<file path="src/rtl/avalon_ahb_bridge.sv">
// avalon_ahb_bridge: Avalon-MM slave to AHB-Lite master bridge. One transaction is
// outstanding at a time. Byteenable selects HSIZE and the low HADDR bits, and
// unsupported byteenable patterns never reach the AHB bus.
// Optional build macro AVL_AHB_TIMEOUT_EN adds a data-phase watchdog. It aborts the
// transfer after TIMEOUT_CYCLES stalled (HREADY-low) cycles.
module avalon_ahb_bridge #(
   parameter int TIMEOUT_CYCLES = 256
) (
   input  logic        clk,
   input  logic        rst,
   input  logic [31:0] address,
   input  logic        read,
   input  logic        write,
   input  logic [3:0]  byteenable,
   input  logic [31:0] writedata,
   output logic        waitrequest,
   output logic [31:0] readdata,
   output logic        readdatavalid,
   output logic [1:0]  response,
   output logic        wr_err,
   output logic [31:0] HADDR,
   output logic [1:0]  HTRANS,
   output logic [2:0]  HSIZE,
   output logic [2:0]  HBURST,
   output logic [3:0]  HPROT,
   output logic        HWRITE,
   output logic [31:0] HWDATA,
   input  logic [31:0] HRDATA,
   input  logic        HREADY,
   input  logic        HRESP
);

   typedef enum logic [1:0] {
      ST_IDLE = 2'b00,
      ST_ADDR = 2'b01,
      ST_DATA = 2'b10,
      ST_RESP = 2'b11
   } state_t;

   typedef struct packed {
      logic       ok;
      logic [2:0] size;
      logic [1:0] lo;
   } be_dec_t;

   localparam logic [1:0] HTRANS_IDLE   = 2'b00;
   localparam logic [1:0] HTRANS_NONSEQ = 2'b10;
   localparam logic [1:0] RESP_OKAY     = 2'b00;
   localparam logic [1:0] RESP_SLVERR   = 2'b10;

   // Map an Avalon byteenable onto AHB size and the low two address bits.
   function automatic be_dec_t decode_be(input logic [3:0] be);
      be_dec_t d;
      d.ok   = 1'b1;
      d.size = 3'b000;
      d.lo   = 2'b00;
      case (be)
         4'b1111: begin d.size = 3'b010; d.lo = 2'b00; end
         4'b0011: begin d.size = 3'b001; d.lo = 2'b00; end
         4'b1100: begin d.size = 3'b001; d.lo = 2'b10; end
         4'b0001: begin d.size = 3'b000; d.lo = 2'b00; end
         4'b0010: begin d.size = 3'b000; d.lo = 2'b01; end
         4'b0100: begin d.size = 3'b000; d.lo = 2'b10; end
         4'b1000: begin d.size = 3'b000; d.lo = 2'b11; end
         default: begin d.ok = 1'b0; d.size = 3'b000; d.lo = 2'b00; end
      endcase
      return d;
   endfunction

   state_t      state_r;
   state_t      state_nxt_s;
   logic        waitrequest_r;
   logic [31:0] readdata_r;
   logic        readdatavalid_r;
   logic [1:0]  response_r;
   logic        wr_err_r;
   logic [31:0] haddr_r;
   logic [1:0]  htrans_r;
   logic [2:0]  hsize_r;
   logic        hwrite_r;
   logic [31:0] hwdata_r;
   logic        write_dir_r;

   be_dec_t     be_dec_s;
   logic        accept_s;
   logic        rd_load_s;
   logic [31:0] rd_data_s;
   logic        rd_err_s;
   logic        wr_err_s;
   logic        timeout_s;
   logic        unused_addr_lo_s;

   // The low address bits are implied by byteenable, so address[1:0] is not used.
   assign unused_addr_lo_s = ^address[1:0];

   // Reject a zero watchdog limit at elaboration.
   if (TIMEOUT_CYCLES < 1) begin : g_bad_timeout
      $error("avalon_ahb_bridge: TIMEOUT_CYCLES must be at least 1");
   end

   assign be_dec_s = decode_be(byteenable);
   // The first cycle after reset sits in IDLE with waitrequest still high and is not an acceptance.
   assign accept_s = (state_r == ST_IDLE) && !waitrequest_r && (read || write);

`ifdef AVL_AHB_TIMEOUT_EN
   localparam int CNT_W = $clog2(TIMEOUT_CYCLES + 1);

   logic [CNT_W-1:0] tmo_cnt_r;

   // Stall counter: zero outside DATA, counts HREADY-low cycles inside DATA.
   always_ff @(posedge clk) begin
      if (rst) begin
         tmo_cnt_r <= {CNT_W{1'b0}};
      end else if (state_r != ST_DATA) begin
         tmo_cnt_r <= {CNT_W{1'b0}};
      end else if (!HREADY) begin
         tmo_cnt_r <= tmo_cnt_r + CNT_W'(1);
      end else begin
         tmo_cnt_r <= tmo_cnt_r;
      end
   end

   // This stalled cycle is the one that brings the count to the limit.
   assign timeout_s = (state_r == ST_DATA) && !HREADY &&
                      (tmo_cnt_r == CNT_W'(TIMEOUT_CYCLES - 1));
`else
   assign timeout_s = 1'b0;
`endif

   // State register.
   always_ff @(posedge clk) begin
      if (rst) begin
         state_r <= ST_IDLE;
      end else begin
         state_r <= state_nxt_s;
      end
   end

   // Next-state logic plus read-result and write-error selection.
   always_comb begin
      state_nxt_s = state_r;
      rd_load_s   = 1'b0;
      rd_data_s   = 32'h0000_0000;
      rd_err_s    = 1'b0;
      wr_err_s    = 1'b0;
      case (state_r)
         ST_IDLE: begin
            if (accept_s) begin
               if (be_dec_s.ok) begin
                  state_nxt_s = ST_ADDR;
               end else begin
                  // Unsupported lanes: no bus transfer, just report the error.
                  state_nxt_s = ST_RESP;
                  if (write) begin
                     wr_err_s = 1'b1;
                  end else begin
                     rd_load_s = 1'b1;
                     rd_err_s  = 1'b1;
                  end
               end
            end else begin
               state_nxt_s = ST_IDLE;
            end
         end
         ST_ADDR: begin
            if (HREADY) begin
               state_nxt_s = ST_DATA;
            end else begin
               state_nxt_s = ST_ADDR;
            end
         end
         ST_DATA: begin
            if (HREADY) begin
               if (write_dir_r) begin
                  state_nxt_s = ST_IDLE;
                  wr_err_s    = HRESP;
               end else begin
                  state_nxt_s = ST_RESP;
                  rd_load_s   = 1'b1;
                  rd_data_s   = HRDATA;
                  rd_err_s    = HRESP;
               end
            end else if (timeout_s) begin
               if (write_dir_r) begin
                  state_nxt_s = ST_IDLE;
                  wr_err_s    = 1'b1;
               end else begin
                  state_nxt_s = ST_RESP;
                  rd_load_s   = 1'b1;
                  rd_err_s    = 1'b1;
               end
            end else begin
               // HRESP with HREADY low is the first half of an error; keep waiting.
               state_nxt_s = ST_DATA;
            end
         end
         ST_RESP: begin
            state_nxt_s = ST_IDLE;
         end
         default: begin
            state_nxt_s = ST_IDLE;
         end
      endcase
   end

   // Registered Avalon and AHB outputs and the captured command.
   always_ff @(posedge clk) begin
      if (rst) begin
         waitrequest_r   <= 1'b1;
         readdata_r      <= 32'h0000_0000;
         readdatavalid_r <= 1'b0;
         response_r      <= RESP_OKAY;
         wr_err_r        <= 1'b0;
         haddr_r         <= 32'h0000_0000;
         htrans_r        <= HTRANS_IDLE;
         hsize_r         <= 3'b000;
         hwrite_r        <= 1'b0;
         hwdata_r        <= 32'h0000_0000;
         write_dir_r     <= 1'b0;
      end else begin
         waitrequest_r   <= (state_nxt_s != ST_IDLE);
         htrans_r        <= (state_nxt_s == ST_ADDR) ? HTRANS_NONSEQ : HTRANS_IDLE;
         readdatavalid_r <= rd_load_s;
         wr_err_r        <= wr_err_s;
         if (rd_load_s) begin
            readdata_r <= rd_data_s;
            response_r <= rd_err_s ? RESP_SLVERR : RESP_OKAY;
         end else begin
            readdata_r <= readdata_r;
            response_r <= response_r;
         end
         if (accept_s) begin
            // Write wins when read and write arrive together.
            haddr_r     <= {address[31:2], be_dec_s.lo};
            hsize_r     <= be_dec_s.size;
            hwrite_r    <= write;
            hwdata_r    <= writedata;
            write_dir_r <= write;
         end else begin
            haddr_r     <= haddr_r;
            hsize_r     <= hsize_r;
            hwrite_r    <= hwrite_r;
            hwdata_r    <= hwdata_r;
            write_dir_r <= write_dir_r;
         end
      end
   end

   assign waitrequest   = waitrequest_r;
   assign readdata      = readdata_r;
   assign readdatavalid = readdatavalid_r;
   assign response      = response_r;
   assign wr_err        = wr_err_r;
   assign HADDR         = haddr_r;
   assign HTRANS        = htrans_r;
   assign HSIZE         = hsize_r;
   assign HBURST        = 3'b000;
   assign HPROT         = 4'b0011;
   assign HWRITE        = hwrite_r;
   assign HWDATA        = hwdata_r;

endmodule

</file>
<file path="config.mk">
export PLATFORM = sky130hd
export DESIGN_NAME = avalon_ahb_bridge
export DESIGN_NICKNAME = d
export VERILOG_FILES = /design/src/rtl/avalon_ahb_bridge.sv
export SDC_FILE = /design/constraint.sdc
export NUM_CORES = 1
export LEC_CHECK = 0
export ABC_CLOCK_PERIOD_IN_PS = 1600
export CORE_MARGIN = 5
export CORE_UTILIZATION = 32
export DETAILED_ROUTE_END_ITERATION = 8
export PLACE_DENSITY_LB_ADDON = 0.12
export SYNTH_ARGS = -nofsm -noshare
export SYNTH_HDL_FRONTEND = slang
export SYNTH_SLANG_ARGS = --single-unit
export TNS_END_PERCENT = 20
</file>
<file path="constraint.sdc">
create_clock -name clk -period 1.6 [get_ports clk]
set_clock_uncertainty 0.05 [all_clocks]
set_input_delay 0.16 -clock clk [delete_from_list [all_inputs] [get_ports clk]]
set_output_delay 0.16 -clock clk [all_outputs]
set_load 0.005 [all_outputs]
</file>
==> Flow_metrics.wiki <==
{| class="wikitable"
! Metric !! Value
|-
| Worst hold-check slack || about 170 ps
|-
| Power Total || approximately 0.0077 W
|-
| Routed len/inst || about 15 µm
|-
| Hold Path Depth || 2
|-
| Die Y-Extent || between 100 and 150 µm
|-
| Final count of negative-setup-slack endpoints || 39
|-
| Cells after synthesis || roughly 420
|-
| Final layout net count || 742
|-
| Vias in the first global route || 3,490
|-
| Initial detailed-routing violation count || approximately 140
|-
| Number of buffers inserted for hold repair after clock tree synthesis || 0
|-
| Max-slew violation count || 0
|-
| Internal Pwr Total || roughly 0.0056 W
|-
| Sequential area share after synthesis || around 58%
|-
| Largest stage delay on the critical path || 470 ps
|-
| Floorplan die width || 117 µm
|-
| Area growth from synthesis to layout || 77.6%
|-
| Pwr Density || 1190 nW/µm²
|-
| Sequential fraction of design power || 40.9%
|-
| Proportion of layout cells with a drive suffix above 1 || 12.2%
|-
| Number of synthesized flops with an enable pin || 0
|-
| Crit path setup slack, layout || -42.3 ps
|-
| Drt via density || 4.71
|-
| Count of cell instances traversed by the critical path || 7
|-
| Clock share of power || 27.5%
|-
| Worst Setup Path Type || in -> reg
|-
| Primary flip-flop cell chosen by synthesis mapping || sky130_fd_sc_hd__dfxtp_1
|-
| Number of ports placed on the die boundary || 220
|-
| Highest ir drop seen on vdd || 726 µV
|-
| Data arrival at the endpoint of the critical path || around 1800 ps
|-
| Number of antenna violations at the first check in global routing || 0
|-
| Wire length of the first global-routing pass || roughly 17 mm
|-
| Core region area || between 10,000 and 15,000 µm²
|-
| Final Hold Vio Count || 0
|-
| Launching element type of the critical path || primary input
|-
| Cell chain of the critical path || clkdlybuf4s50_1 > and4_1 > a211oi_2 > buf_4 > a311oi_4 > buf_12 > a22o_1
|-
| Achievable frequency || between 600 and 700 MHz
|-
| Unique masters post-synth || 28
|-
| Worst-Skew Late Latency || 330 ps
|-
| H-tree levels || 3
|-
| Total leakage power || ~2.4 nW
|-
| Failing checks || setup timing
|-
| Worst Path Buf+Inv || 3
|-
| Post-DRT Antenna Nets || 0
|-
| Most frequent cells in the layout || sky130_fd_sc_hd__clkdlybuf4s50_1, sky130_fd_sc_hd__nand2_1, sky130_fd_sc_hd__dfxtp_1, sky130_fd_sc_hd__a21oi_1, sky130_fd_sc_hd__a22o_1
|-
| Synth Area per Inst || between 8 and 9 µm²
|-
| Run status || finished, violations left
|-
| Count of max-cap constraint violations || 0
|-
| Buffers added on ports || slightly above 200
|-
| Clock buffers created by TritonCTS || 9
|-
| Maximum root-to-sink buffer count || 2
|-
| Vias || about 3.7k
|-
| GRT overflow || 0
|-
| R2r worst-path depth || 5
|-
| Proportion of synthesized flip-flops having asynchronous set or reset || 0%
|-
| Final RePlAce weighted congestion || around 0.74
|-
| Register clock-pin slew on the reported worst setup and hold paths || 70 ps
|-
| Number of inserted diodes || 0
|-
| GR Util All Layers || between 15 and 20%
|-
| Most common cell after layout, fill and taps aside || sky130_fd_sc_hd__clkdlybuf4s50_1
|-
| TritonCTS clock tree || yes
|-
| Switching power summed over all nets || approximately 0.0021 W
|-
| Post-layout minimum cycle time || around 1600 ps
|-
| Worst endpoint required time || ~1800 ps
|-
| Ys Warns || 0
|-
| Combinational share of power || 31.6%
|-
| Setup repair after global routing missed its margin || true
|-
| Starting Density || between 30 and 40%
|-
| Number of detailed-routing iterations run before antenna repair || 4
|-
| Flops & latches, synth || between 100 and 150
|-
| Worst-path cell with the longest stage delay || sky130_fd_sc_hd__clkdlybuf4s50_1
|-
| Largest delay share family, worst path || buffers and inverters
|-
| Detailed-placement wirelength estimate || ~8.5 mm
|-
| Area of the die || 13,700 µm²
|-
| Largest fanout of any net on the critical path || 32
|-
| Total DRC errors in the routed layout || 0
|-
| Master cell of the clock root buffer || sky130_fd_sc_hd__clkbuf_16
|-
| Largest net degree at the start of global routing || 35
|-
| Nature of the critical path endpoint || flip-flop
|-
| Share of the clock period used by the worst path || 103%
|-
| Hold/Removal Path Class || in -> reg
|-
| Cell area after technology mapping || 3670 µm²
|-
| Wire length after detailed routing || 11.8 mm
|-
| Standard-cell row count || 39
|-
| Switching fraction of total power || ~28%
|-
| Num Clock Sinks || ~110
|}
-- worst paths after layout --
path,start,end,slack (ps)
worst max register to register,state_r[0],readdata[20],-40
worst min register to register,HADDR[3],HADDR[3],400
worst max-delay path,byteenable[3],readdata[20],-40
worst min-delay path,rst,HWDATA[30],170
-- power by group through the flow --
| stage | sequential, W | combinational [W] | clock, W |
|---|---|---|---|
| 4_1_cts | 0.00316 | 0.00224 | 0.00221 |
| 6_report | 0.00316 | 0.00245 | 0.00213 |
| 2_1_floorplan | 0.00326 | 0.000832 | 0 |
| 5_1_grt | 0.00321 | 0.00264 | 0.00231 |
| 3_3_place_gp | 0.00320 | 0.00218 | 0 |
| 3_5_place_dp | 0.00322 | 0.00221 | 0 |
-- cell type report --
type | instances | area [µm²]
well taps | 143 | 179
clock buffers | 10 | 229
multi-input cells | 278 | 1510
inverters | 1 | 3.75
repair buffers | 240 | 2420
clock inverters | 4 | 53.8
fillers | 1033 | 4790
flip-flops and latches | 106 | 2120
-- state kept, by name, indices dropped and copies added (netlist names) --
| signal | flops |
|---|---|
| HADDR | 32 |
| HWDATA | 32 |
| readdata | 32 |
| HSIZE | 2 |
| state_r | 2 |
| HTRANS | 1 |
| readdatavalid | 1 |
| response | 1 |
| waitrequest | 1 |
| wr_err | 1 |
| write_dir_r | 1 |
-- Yosys cell counts (2+ instances only) --
cell                       instances  area share [%]
sky130_fd_sc_hd__nor3_1            2            0.27
sky130_fd_sc_hd__nor2_1            5            0.51
sky130_fd_sc_hd__a211oi_1          2            0.41
sky130_fd_sc_hd__a21oi_1          70             9.5
sky130_fd_sc_hd__nand4_1           2            0.34
sky130_fd_sc_hd__dfxtp_1         106              58
sky130_fd_sc_hd__and3_1            2            0.34
sky130_fd_sc_hd__a311oi_1          2            0.48
sky130_fd_sc_hd__nand3_1           2            0.27
sky130_fd_sc_hd__nand2_1         132              13
sky130_fd_sc_hd__or4_1             3            0.61
sky130_fd_sc_hd__clkbuf_1         24             2.5
sky130_fd_sc_hd__nand2b_1          2            0.34
sky130_fd_sc_hd__conb_1            2            0.20
sky130_fd_sc_hd__buf_4            10             2.0
sky130_fd_sc_hd__a31oi_1           2            0.34
sky130_fd_sc_hd__buf_2             5            0.68
sky130_fd_sc_hd__a22o_1           32             7.6
sky130_fd_sc_hd__nor2b_1           2            0.34
-- per-layer routing --
| metal | global-route usage [%] | wire length [µm] |
|---|---|---|
| met2 | 25.5 | 5750 |
| met3 | 4.16 | 887 |
| met4 | 5.81 | 152 |
| met1 | 20.1 | 5060 |
| met5 | 0 | 0 |
-- stage by stage --
| step | setup TNS (ps) | util, % | setup slack [ps] | cells | instance area (µm²) |
|---|---|---|---|---|---|
| floorplan | -450 | - | -67.3 | 424 | 3720 |
| global placement | -37380 | 53.3 | -445 | 763 | 6040 |
| detailed placement | -38280 | 53.3 | -463 | 763 | 6040 |
| CTS | -109 | 56.0 | -28.9 | 777 | 6340 |
| global route | -5370 | 57.6 | -114 | 782 | 6530 |
| finish | -656 | 57.6 | -42.3 | 782 | 6530 |
-- timing repair --
item                       4_1_cts  5_1_grt
setup buffers                    0        3
cloned                           0        2
hold endpoints to repair         0        0
setup endpoints to repair      100       82
pin swaps                       10       28
resized for setup                7       28
-- logic make-up (layout without fill, tap and decap cells) --
family	after synthesis	in the layout	synth area share (%)
buffers and inverters	40	255	5.28
AND/OR/NAND/NOR	157	157	17.8
other	2	10	0.204
flip-flops	106	106	57.7
AO/OA/AOI/OAI	110	110	18.8
XOR/XNOR	1	1	0.238
Note: power is estimated with default switching activity, not from simulation.
